--- src/rtl/wb_arbiter_if.sv ---
`timescale 1ns/1ps
`default_nettype none
// ============================================================================
// Module   : wb_arbiter_if
// Brief    : Writeback source handshake and register-file write port bundle.
// Revision : 1.0
// ============================================================================
interface wb_arbiter_if #(
    parameter int NUM_SRC = 3,
    parameter int PREG_W  = 7,
    parameter int XLEN    = 32
);
    localparam int C_SRC_W = $clog2(NUM_SRC);

    logic [NUM_SRC-1:0]        src_valid;
    logic [NUM_SRC-1:0]        src_ready;
    logic [NUM_SRC*PREG_W-1:0] src_rd;
    logic [NUM_SRC*XLEN-1:0]   src_data;
    logic                      wb_en;
    logic [XLEN-1:0]           wb_data;
    logic [PREG_W-1:0]         rd_index;
    logic [C_SRC_W-1:0]        wb_src;
    logic                      idle;

    // Arbiter view: accepts source beats and drives the register-file port.
    modport master (
        input  src_valid, src_rd, src_data,
        output src_ready, wb_en, wb_data, rd_index, wb_src, idle
    );

    // Environment view: functional units plus register file.
    modport slave (
        output src_valid, src_rd, src_data,
        input  src_ready, wb_en, wb_data, rd_index, wb_src, idle
    );
endinterface

`default_nettype wire

--- src/rtl/wb_arbiter.sv ---
`timescale 1ns/1ps
`default_nettype none
// ============================================================================
// Module   : wb_arbiter
// Brief    : Per-source result FIFOs drained round-robin into one registered
//            register-file write port; physical register 0 is never written.
// Revision : 1.0
// ============================================================================
module wb_arbiter #(
    parameter int NUM_SRC = 3,
    parameter int DEPTH   = 2,
    parameter int PREG_W  = 7,
    parameter int XLEN    = 32
) (
    input  logic          clk,
    input  logic          rst,
    input  logic          flush,
    wb_arbiter_if.master  bus
);
    localparam int                   C_SRC_W    = $clog2(NUM_SRC);
    localparam int                   C_PTR_W    = $clog2(DEPTH);
    localparam int                   C_CNT_W    = C_PTR_W + 1;
    localparam logic [C_CNT_W-1:0]   C_FULL     = C_CNT_W'(DEPTH);
    localparam logic [C_SRC_W-1:0]   C_LAST_SRC = C_SRC_W'(NUM_SRC - 1);

    logic [PREG_W-1:0]  rd_mem_q   [NUM_SRC][DEPTH];
    logic [PREG_W-1:0]  rd_mem_d   [NUM_SRC][DEPTH];
    logic [XLEN-1:0]    data_mem_q [NUM_SRC][DEPTH];
    logic [XLEN-1:0]    data_mem_d [NUM_SRC][DEPTH];
    logic [C_PTR_W-1:0] wr_ptr_q   [NUM_SRC];
    logic [C_PTR_W-1:0] wr_ptr_d   [NUM_SRC];
    logic [C_PTR_W-1:0] rd_ptr_q   [NUM_SRC];
    logic [C_PTR_W-1:0] rd_ptr_d   [NUM_SRC];
    logic [C_CNT_W-1:0] count_q    [NUM_SRC];
    logic [C_CNT_W-1:0] count_d    [NUM_SRC];
    logic [C_SRC_W-1:0] rr_ptr_q, rr_ptr_d;
    logic               wb_en_q, wb_en_d;
    logic [XLEN-1:0]    wb_data_q, wb_data_d;
    logic [PREG_W-1:0]  rd_index_q, rd_index_d;
    logic [C_SRC_W-1:0] wb_src_q, wb_src_d;

    logic [NUM_SRC-1:0] w_nonempty;
    logic [NUM_SRC-1:0] w_push;
    logic [NUM_SRC-1:0] w_pop;
    logic               w_grant_vld;
    logic [C_SRC_W-1:0] w_grant_idx;
    logic [PREG_W-1:0]  w_head_rd;
    logic [XLEN-1:0]    w_head_data;

    // Ready depends only on registered occupancy, never on same-cycle dequeue.
    always_comb begin
        w_nonempty    = '0;
        w_push        = '0;
        bus.src_ready = '0;
        for (int i = 0; i < NUM_SRC; i++) begin
            w_nonempty[i]    = (count_q[i] != '0);
            bus.src_ready[i] = (count_q[i] != C_FULL);
            w_push[i]        = bus.src_valid[i] && (count_q[i] != C_FULL);
        end
    end

    always_comb begin : arb
        int                 cand;
        logic [C_SRC_W-1:0] cand_idx;
        w_grant_vld = 1'b0;
        w_grant_idx = '0;
        cand        = 0;
        cand_idx    = '0;
        for (int k = 1; k <= NUM_SRC; k++) begin
            cand     = (int'(rr_ptr_q) + k) % NUM_SRC;
            cand_idx = C_SRC_W'(cand);
            if (!w_grant_vld && w_nonempty[cand_idx]) begin
                w_grant_vld = 1'b1;
                w_grant_idx = cand_idx;
            end
        end
    end

    assign w_head_rd   = rd_mem_q[w_grant_idx][rd_ptr_q[w_grant_idx]];
    assign w_head_data = data_mem_q[w_grant_idx][rd_ptr_q[w_grant_idx]];

    always_comb begin
        rd_mem_d   = rd_mem_q;
        data_mem_d = data_mem_q;
        wr_ptr_d   = wr_ptr_q;
        rd_ptr_d   = rd_ptr_q;
        count_d    = count_q;
        rr_ptr_d   = rr_ptr_q;
        wb_en_d    = 1'b0;
        wb_data_d  = wb_data_q;
        rd_index_d = rd_index_q;
        wb_src_d   = wb_src_q;
        w_pop      = '0;
        if (flush) begin
            for (int i = 0; i < NUM_SRC; i++) begin
                wr_ptr_d[i] = '0;
                rd_ptr_d[i] = '0;
                count_d[i]  = '0;
            end
            rr_ptr_d = C_LAST_SRC;
        end else begin
            for (int i = 0; i < NUM_SRC; i++) begin
                w_pop[i] = w_grant_vld && (w_grant_idx == C_SRC_W'(i));
                if (w_push[i]) begin
                    rd_mem_d[i][wr_ptr_q[i]]   = bus.src_rd[i*PREG_W +: PREG_W];
                    data_mem_d[i][wr_ptr_q[i]] = bus.src_data[i*XLEN +: XLEN];
                    wr_ptr_d[i]                = wr_ptr_q[i] + C_PTR_W'(1);
                end
                if (w_pop[i]) begin
                    rd_ptr_d[i] = rd_ptr_q[i] + C_PTR_W'(1);
                end
                count_d[i] = count_q[i] + C_CNT_W'(w_push[i]) - C_CNT_W'(w_pop[i]);
            end
            // A register-0 entry still consumes its slot and moves the pointer.
            if (w_grant_vld) begin
                rr_ptr_d   = w_grant_idx;
                wb_en_d    = (w_head_rd != '0);
                wb_data_d  = w_head_data;
                rd_index_d = w_head_rd;
                wb_src_d   = w_grant_idx;
            end
        end
    end

    always_ff @(posedge clk or posedge rst) begin
        if (rst) begin
            for (int i = 0; i < NUM_SRC; i++) begin
                for (int j = 0; j < DEPTH; j++) begin
                    rd_mem_q[i][j]   <= '0;
                    data_mem_q[i][j] <= '0;
                end
                wr_ptr_q[i] <= '0;
                rd_ptr_q[i] <= '0;
                count_q[i]  <= '0;
            end
            rr_ptr_q   <= C_LAST_SRC;
            wb_en_q    <= 1'b0;
            wb_data_q  <= '0;
            rd_index_q <= '0;
            wb_src_q   <= '0;
        end else begin
            rd_mem_q   <= rd_mem_d;
            data_mem_q <= data_mem_d;
            wr_ptr_q   <= wr_ptr_d;
            rd_ptr_q   <= rd_ptr_d;
            count_q    <= count_d;
            rr_ptr_q   <= rr_ptr_d;
            wb_en_q    <= wb_en_d;
            wb_data_q  <= wb_data_d;
            rd_index_q <= rd_index_d;
            wb_src_q   <= wb_src_d;
        end
    end

    assign bus.wb_en    = wb_en_q;
    assign bus.wb_data  = wb_data_q;
    assign bus.rd_index = rd_index_q;
    assign bus.wb_src   = wb_src_q;
    assign bus.idle     = (w_nonempty == '0) && !wb_en_q;

endmodule

`default_nettype wire
--- src/flat_wrapper.sv ---
// flat-port wrapper written by rule: the top's interface ports become plain ports
module wb_arbiter_flat 
#(
    parameter int NUM_SRC = 3,
    parameter int DEPTH   = 2,
    parameter int PREG_W  = 7,
    parameter int XLEN    = 32
)
  (clk, rst, flush, bus_src_valid, bus_src_rd, bus_src_data, bus_src_ready, bus_wb_en, bus_wb_data, bus_rd_index, bus_wb_src, bus_idle);
  wb_arbiter_if #(.NUM_SRC(NUM_SRC), .PREG_W(PREG_W), .XLEN(XLEN)) bus_i ();
  input  logic clk;
  input  logic rst;
  input  logic flush;
  input wire logic [$bits(bus_i.src_valid)-1:0] bus_src_valid;
  input wire logic [$bits(bus_i.src_rd)-1:0] bus_src_rd;
  input wire logic [$bits(bus_i.src_data)-1:0] bus_src_data;
  output wire logic [$bits(bus_i.src_ready)-1:0] bus_src_ready;
  output wire logic [$bits(bus_i.wb_en)-1:0] bus_wb_en;
  output wire logic [$bits(bus_i.wb_data)-1:0] bus_wb_data;
  output wire logic [$bits(bus_i.rd_index)-1:0] bus_rd_index;
  output wire logic [$bits(bus_i.wb_src)-1:0] bus_wb_src;
  output wire logic [$bits(bus_i.idle)-1:0] bus_idle;
  assign bus_i.src_valid = bus_src_valid;
  assign bus_i.src_rd = bus_src_rd;
  assign bus_i.src_data = bus_src_data;
  assign bus_src_ready = bus_i.src_ready;
  assign bus_wb_en = bus_i.wb_en;
  assign bus_wb_data = bus_i.wb_data;
  assign bus_rd_index = bus_i.rd_index;
  assign bus_wb_src = bus_i.wb_src;
  assign bus_idle = bus_i.idle;
  wb_arbiter #(.NUM_SRC(NUM_SRC), .DEPTH(DEPTH), .PREG_W(PREG_W), .XLEN(XLEN)) u_core (.clk(clk), .rst(rst), .flush(flush), .bus(bus_i));
endmodule
--- config.mk ---
export PLATFORM = sky130hd
export DESIGN_NAME = wb_arbiter_flat
export DESIGN_NICKNAME = d
export VERILOG_FILES = /design/src/rtl/wb_arbiter_if.sv /design/src/rtl/wb_arbiter.sv /design/src/flat_wrapper.sv
export SDC_FILE = /design/constraint.sdc
export NUM_CORES = 1
export LEC_CHECK = 0
export BUFFER_PORTS_ARGS = -buffer_cell sky130_fd_sc_hd__buf_2
export CORE_MARGIN = 5
export CORE_UTILIZATION = 35
export DETAILED_ROUTE_END_ITERATION = 12
export PLACE_DENSITY = 0.54
export SYNTH_ARGS = -nofsm -noshare
export SYNTH_HDL_FRONTEND = slang
export SYNTH_SLANG_ARGS = --single-unit
--- constraint.sdc ---
create_clock -name clk -period 22.3 [get_ports clk]
set_input_delay 0 -clock clk [delete_from_list [all_inputs] [get_ports clk]]
set_output_delay 0 -clock clk [all_outputs]
set_load 0.01 [all_outputs]
[Yosys cells after proc, flatten, opt, wreduce, memory -nomap -nowiden]
Index checks and enable logic that the tools add are counted.
Storage, ports and cells
  output and inout bits: 46
  bits of input ports: 123
  bits in registers: 290
  word-level logic and storage cells: 156
Operators by class
  bitwise operators: 6
  reduce and logical (&&, ||, !) cells: 32
  add/subtract/negate cells: 15
  divide/modulo/power cells: 3
  eq/ne operators: 5
  mux-type cells: 58
  magnitude comparators: 11
Operator list (count)
  64-bit bitwise mux: 3
  32-bit two-way mux: 6
  64-bit binary-select mux with 2-bit select: 1
  64-bit two-way mux: 2
  32-bit demux with 1-bit select: 3
  32-bit by 3-bit remainder unit with 32-bit output (second input constant): 3
  14-bit bitwise mux: 3
  7-bit two-way mux: 6
  14-bit binary-select mux with 2-bit select: 1
  14-bit two-way mux: 2
  7-bit demux with 1-bit select: 3
  2-bit nonzero test: 10
  1-bit two-way mux: 16
  1-bit logical AND: 12
  2-bit two-way mux: 5
  2-bit by 3-bit < comparator with 1-bit output (second input constant): 3
  1-bit binary-select mux with 2-bit select: 4
  2-bit greater-or-equal comparator (second input constant): 4
  1-bit inverter with 2-bit output: 4
  2-bit AND reduction: 4
  7-bit nonzero test: 1
  1-bit adder (second input constant): 6
  2-bit by 1-bit adder with 2-bit output: 3
  2-bit by 2-bit adder with 3-bit output (second input constant): 2
  other kinds (14): 23

[Longest topological paths before layout]
  word-level depth: 22
  mapped depth: 15
  mapped depth without buffers: 14

[Worst setup path before layout]
OpenSTA, ideal clock, no wires.
  kind: reg2reg
  start: register u_core.rr_ptr_q[0]
  end: register u_core.count_q[5] (netlist bit)
  path buffers: 2
  data required time: 22.168 ns
  path slack: 19.310 ns
  library setup time: 0.132 ns
  data arrival time: 2.858 ns
  period minus slack after synthesis: 2.990 ns
  cell stages (with the launch flop): 16
  path through: dfrtp_1 inv_1 ha_1 nor3b_2 o32a_1 a32oi_2 o21ai_2 buf_2 buf_2 nor3_2 ha_1 inv_1 ha_1 xor2_1 xnor2_1 nor2_1
RTL lines
  from (decl): RTL line wb_arbiter.sv:36  | logic [C_SRC_W-1:0] rr_ptr_q, rr_ptr_d;
  from (signal assigned): RTL line wb_arbiter.sv:147  | rr_ptr_q <= rr_ptr_d;
  to (signal assigned): RTL line wb_arbiter.sv:146  | count_q <= count_d;
  to (decl): RTL line wb_arbiter.sv:34  | logic [C_CNT_W-1:0] count_q [NUM_SRC];

==> impl_metrics.toml <==
[run_status]
status = "finished clean"

[floorplanning]
ios = 169
start_util_pct = 35.5
dieArea_mm2 = 0.0411
dieWidth_um = 203
core_area_mm2 = 0.0366
die_y_um = 203
rows = 70

[grt]
grt_pass1_vias = 9369
antenna_found_initial = 1
grt.total_usage_pct = 16.6
grt_max_degree = 97
grt-ovfl-total = 0
busiest_layer = "met2"
use_met3_pct = 2.92
use_met2_pct = 29.3
met1_usage_pct = 21.5
grt_pass1_wl_um = 54200

[clock_network]
cts_buffer_depth = 3
cts_buffers = 35
cts_resized = 0
hold_buffers = 122
cts_tree = "built"
htree_levels = 2
cts.root.buffer_cell = "clkbuf_16"
clock-sinks = 290
clkLatencyLatePin_ps = 520
postCtsSetupRepairBufs = 0
clk_pin_slew_ps = 60

[routing]
drt_iter0_markers = 334
num_vias = 8899
dr.pass1.iters = 5
wl_um = 34200
drt-vias-per-instance = 5.02
ant_nets = 0
wl_per_cell_um = 19.3
drc = 0

[worst_setup_path]
crit_path_end = "u_core.count_q[5]$_DFF_PP0_"
start_kind = "register"
r2r-start = "u_core.rr_ptr_q[1]$_DFFE_PP1P_"
crit_path_start = "u_core.rr_ptr_q[1]$_DFFE_PP1P_"
r2r_slack_ps = 18900
worstRegToRegCells = 13
worstReg2RegEnd = "u_core.count_q[5]$_DFF_PP0_"
end_kind = "register"
path_class = "register to register"
cp.required_ps = 22690
arrival_ps = 3780
crit_fanout = 79

[cells_and_area]
final_cell_mix = "dfrtp_1, mux2_2, buf_2, dlygate4sd3_1, mux2i_1"
nets = 1410
diodes = 0
drive_gt1_share_pct = 38.9
area_growth_pct = 27.9
final_util_pct = 45.4
design_area_mm2 = 0.0166
layout_commonest_cell = "dfrtp_1"

[yosys]
synth_cells = 1004
seq_area_frac_synth_pct = 55.9
yosys_warnings = 0
synth_area_per_cell_um2 = 12.9
synth_seq_cells = 290
async_reset_ff_share_pct = 100
synth_nets = 1137
synth.cell_area_mm2 = 0.0130
yosys_most_used_dff = "dfrtp_1"
synth_edf_count = 0
ys_types = 47

[sta]
slew_headroom_pct = 25.2
fmax_mhz = 294
setup-tns-final_ps = 0
slew_violations = 0
tightestPinTransition_ps = 1120
hold_violations = 0
setup_violations = 0
skew_ps = 19.4
rsz0062_at_grt = "false"
period_share_pct = 15.2
period_minus_slack_ps = 3400

[hold_path]
hp-class = "input pin to asynchronous set/reset pin"

[power_and_ir_drop]
pwr_density_cell_mw_per_mm2 = 149
leakage_nw = 7.65
clkPwrFrac_pct = 22.5
p_sw_share_pct = 36.1
seq_power_share_pct = 36.9
intPower_mw = 1.58
p_sw_mw = 0.893
vdd_drop_max_mv = 0.123
pwr-share-comb_pct = 40.7

[job]
maxCapViolations = 0

[place]
routabilityCongestion = 0.785
post-dp-hpwl_um = 22800
port_buffers = 168
placed_area_mm2 = 0.0143
cell usage after synthesis, types with 2 or more instances:
master | number | area [um2]
a22o_1 | 32 | 280
a211oi_1 | 3 | 22.5
nand2_1 | 51 | 191
o22ai_1 | 2 | 12.5
o21ai_0 | 11 | 55.1
xnor2_1 | 6 | 52.6
buf_1 | 9 | 33.8
inv_1 | 12 | 45.0
nor2b_1 | 6 | 37.5
a31oi_1 | 31 | 194
buf_2 | 16 | 80.1
nand2b_1 | 3 | 18.8
clkbuf_1 | 39 | 146
dfrtp_1 | 289 | 7230
ha_1 | 10 | 125
nor2_1 | 46 | 173
nand3_1 | 32 | 160
mux2_2 | 244 | 2750
xor2_1 | 6 | 52.6
nor3_1 | 8 | 40.0
or2_2 | 2 | 12.5
buf_4 | 3 | 22.5
mux2i_1 | 82 | 821
a211o_1 | 2 | 17.5
a21oi_1 | 37 | 185
per-stage QoR:
stage                     power [mW]  worst slack [ps]  std cells  hold WS [ps]
final                           2.47             18900       1772           155
after global routing            2.66             18630       1772           225
after CTS                       2.52             18910       1772           180
after detailed placement        1.93             18930       1586           187
after global placement          1.91             18950       1586           191
after floorplan                 1.63             14300       1004           151
power by group through the flow:
stage | Sequential [mW] | Combinational (mW) | Clock, mW
after floorplan | 0.896 | 0.733 | 0
after global placement | 0.913 | 1.00 | 0
after detailed placement | 0.919 | 1.01 | 0
after CTS | 0.912 | 1.03 | 0.572
after global routing | 0.943 | 1.12 | 0.596
final | 0.912 | 1.01 | 0.556
final cells by class:
class,instances,area (um2)
inverters,13,56.3
well taps,468,586
fillers,3400,20000
repair buffers,304,2170
clock buffers,43,946
flip-flops and latches,290,7260
multi-input cells,633,5420
clock inverters,21,175
critical path, stage by stage, from the launching register on:
cell	delay [ps]
dfstp_2	540
ha_1	280
nor3b_2	240
o32a_1	220
a32oi_2	150
o21ai_4	140
buf_4	690
nor3_2	130
ha_1	310
inv_1	40
ha_1	170
xor2_1	160
xnor2_1	130
nor2_1	50
how the worst min path moves through the flow:
stage               slack [ps]                                 end        startpoint  depth (start not counted)
finish                     160     u_core.rd_mem_q[39]$_DFFE_PP0P_               rst                          3
global placement           190     u_core.rd_mem_q[32]$_DFFE_PP0P_               rst                          2
detailed placement         190     u_core.rd_mem_q[39]$_DFFE_PP0P_               rst                          2
floorplan                  150  u_core.data_mem_q[152]$_DFFE_PP0P_  bus_src_data[24]                          1
global route               220     u_core.rd_mem_q[39]$_DFFE_PP0P_               rst                          3
CTS                        180     u_core.rd_mem_q[39]$_DFFE_PP0P_               rst                          3
state kept, by name (all words and copies together) (netlist names):
register,cells
u_core.bus.rd_index,7
u_core.bus.wb_data,32
u_core.bus.wb_en,1
u_core.bus.wb_src,2
u_core.count_q,6
u_core.data_mem_q,192
u_core.rd_mem_q,42
u_core.rd_ptr_q,3
u_core.rr_ptr_q,2
u_core.wr_ptr_q,3
routing by layer:
metal,share of wire (%),vias up
met1,42,4501
met5,0.020,-
met3,4.2,47
li1,-,4159
met2,52,190
met4,1.8,2
kinds of logic after synthesis:
logic type / count (synthesis) / share of synthesized area, %
mux: 326 / 27.5
flops: 290 / 55.9
simple gates: 157 / 5.52
compound gates: 128 / 6.69
buf+inv: 81 / 2.64
xor+xnor: 12 / 0.809
fa+ha+maj: 10 / 0.964
Power figures use the tool's default switching activity.
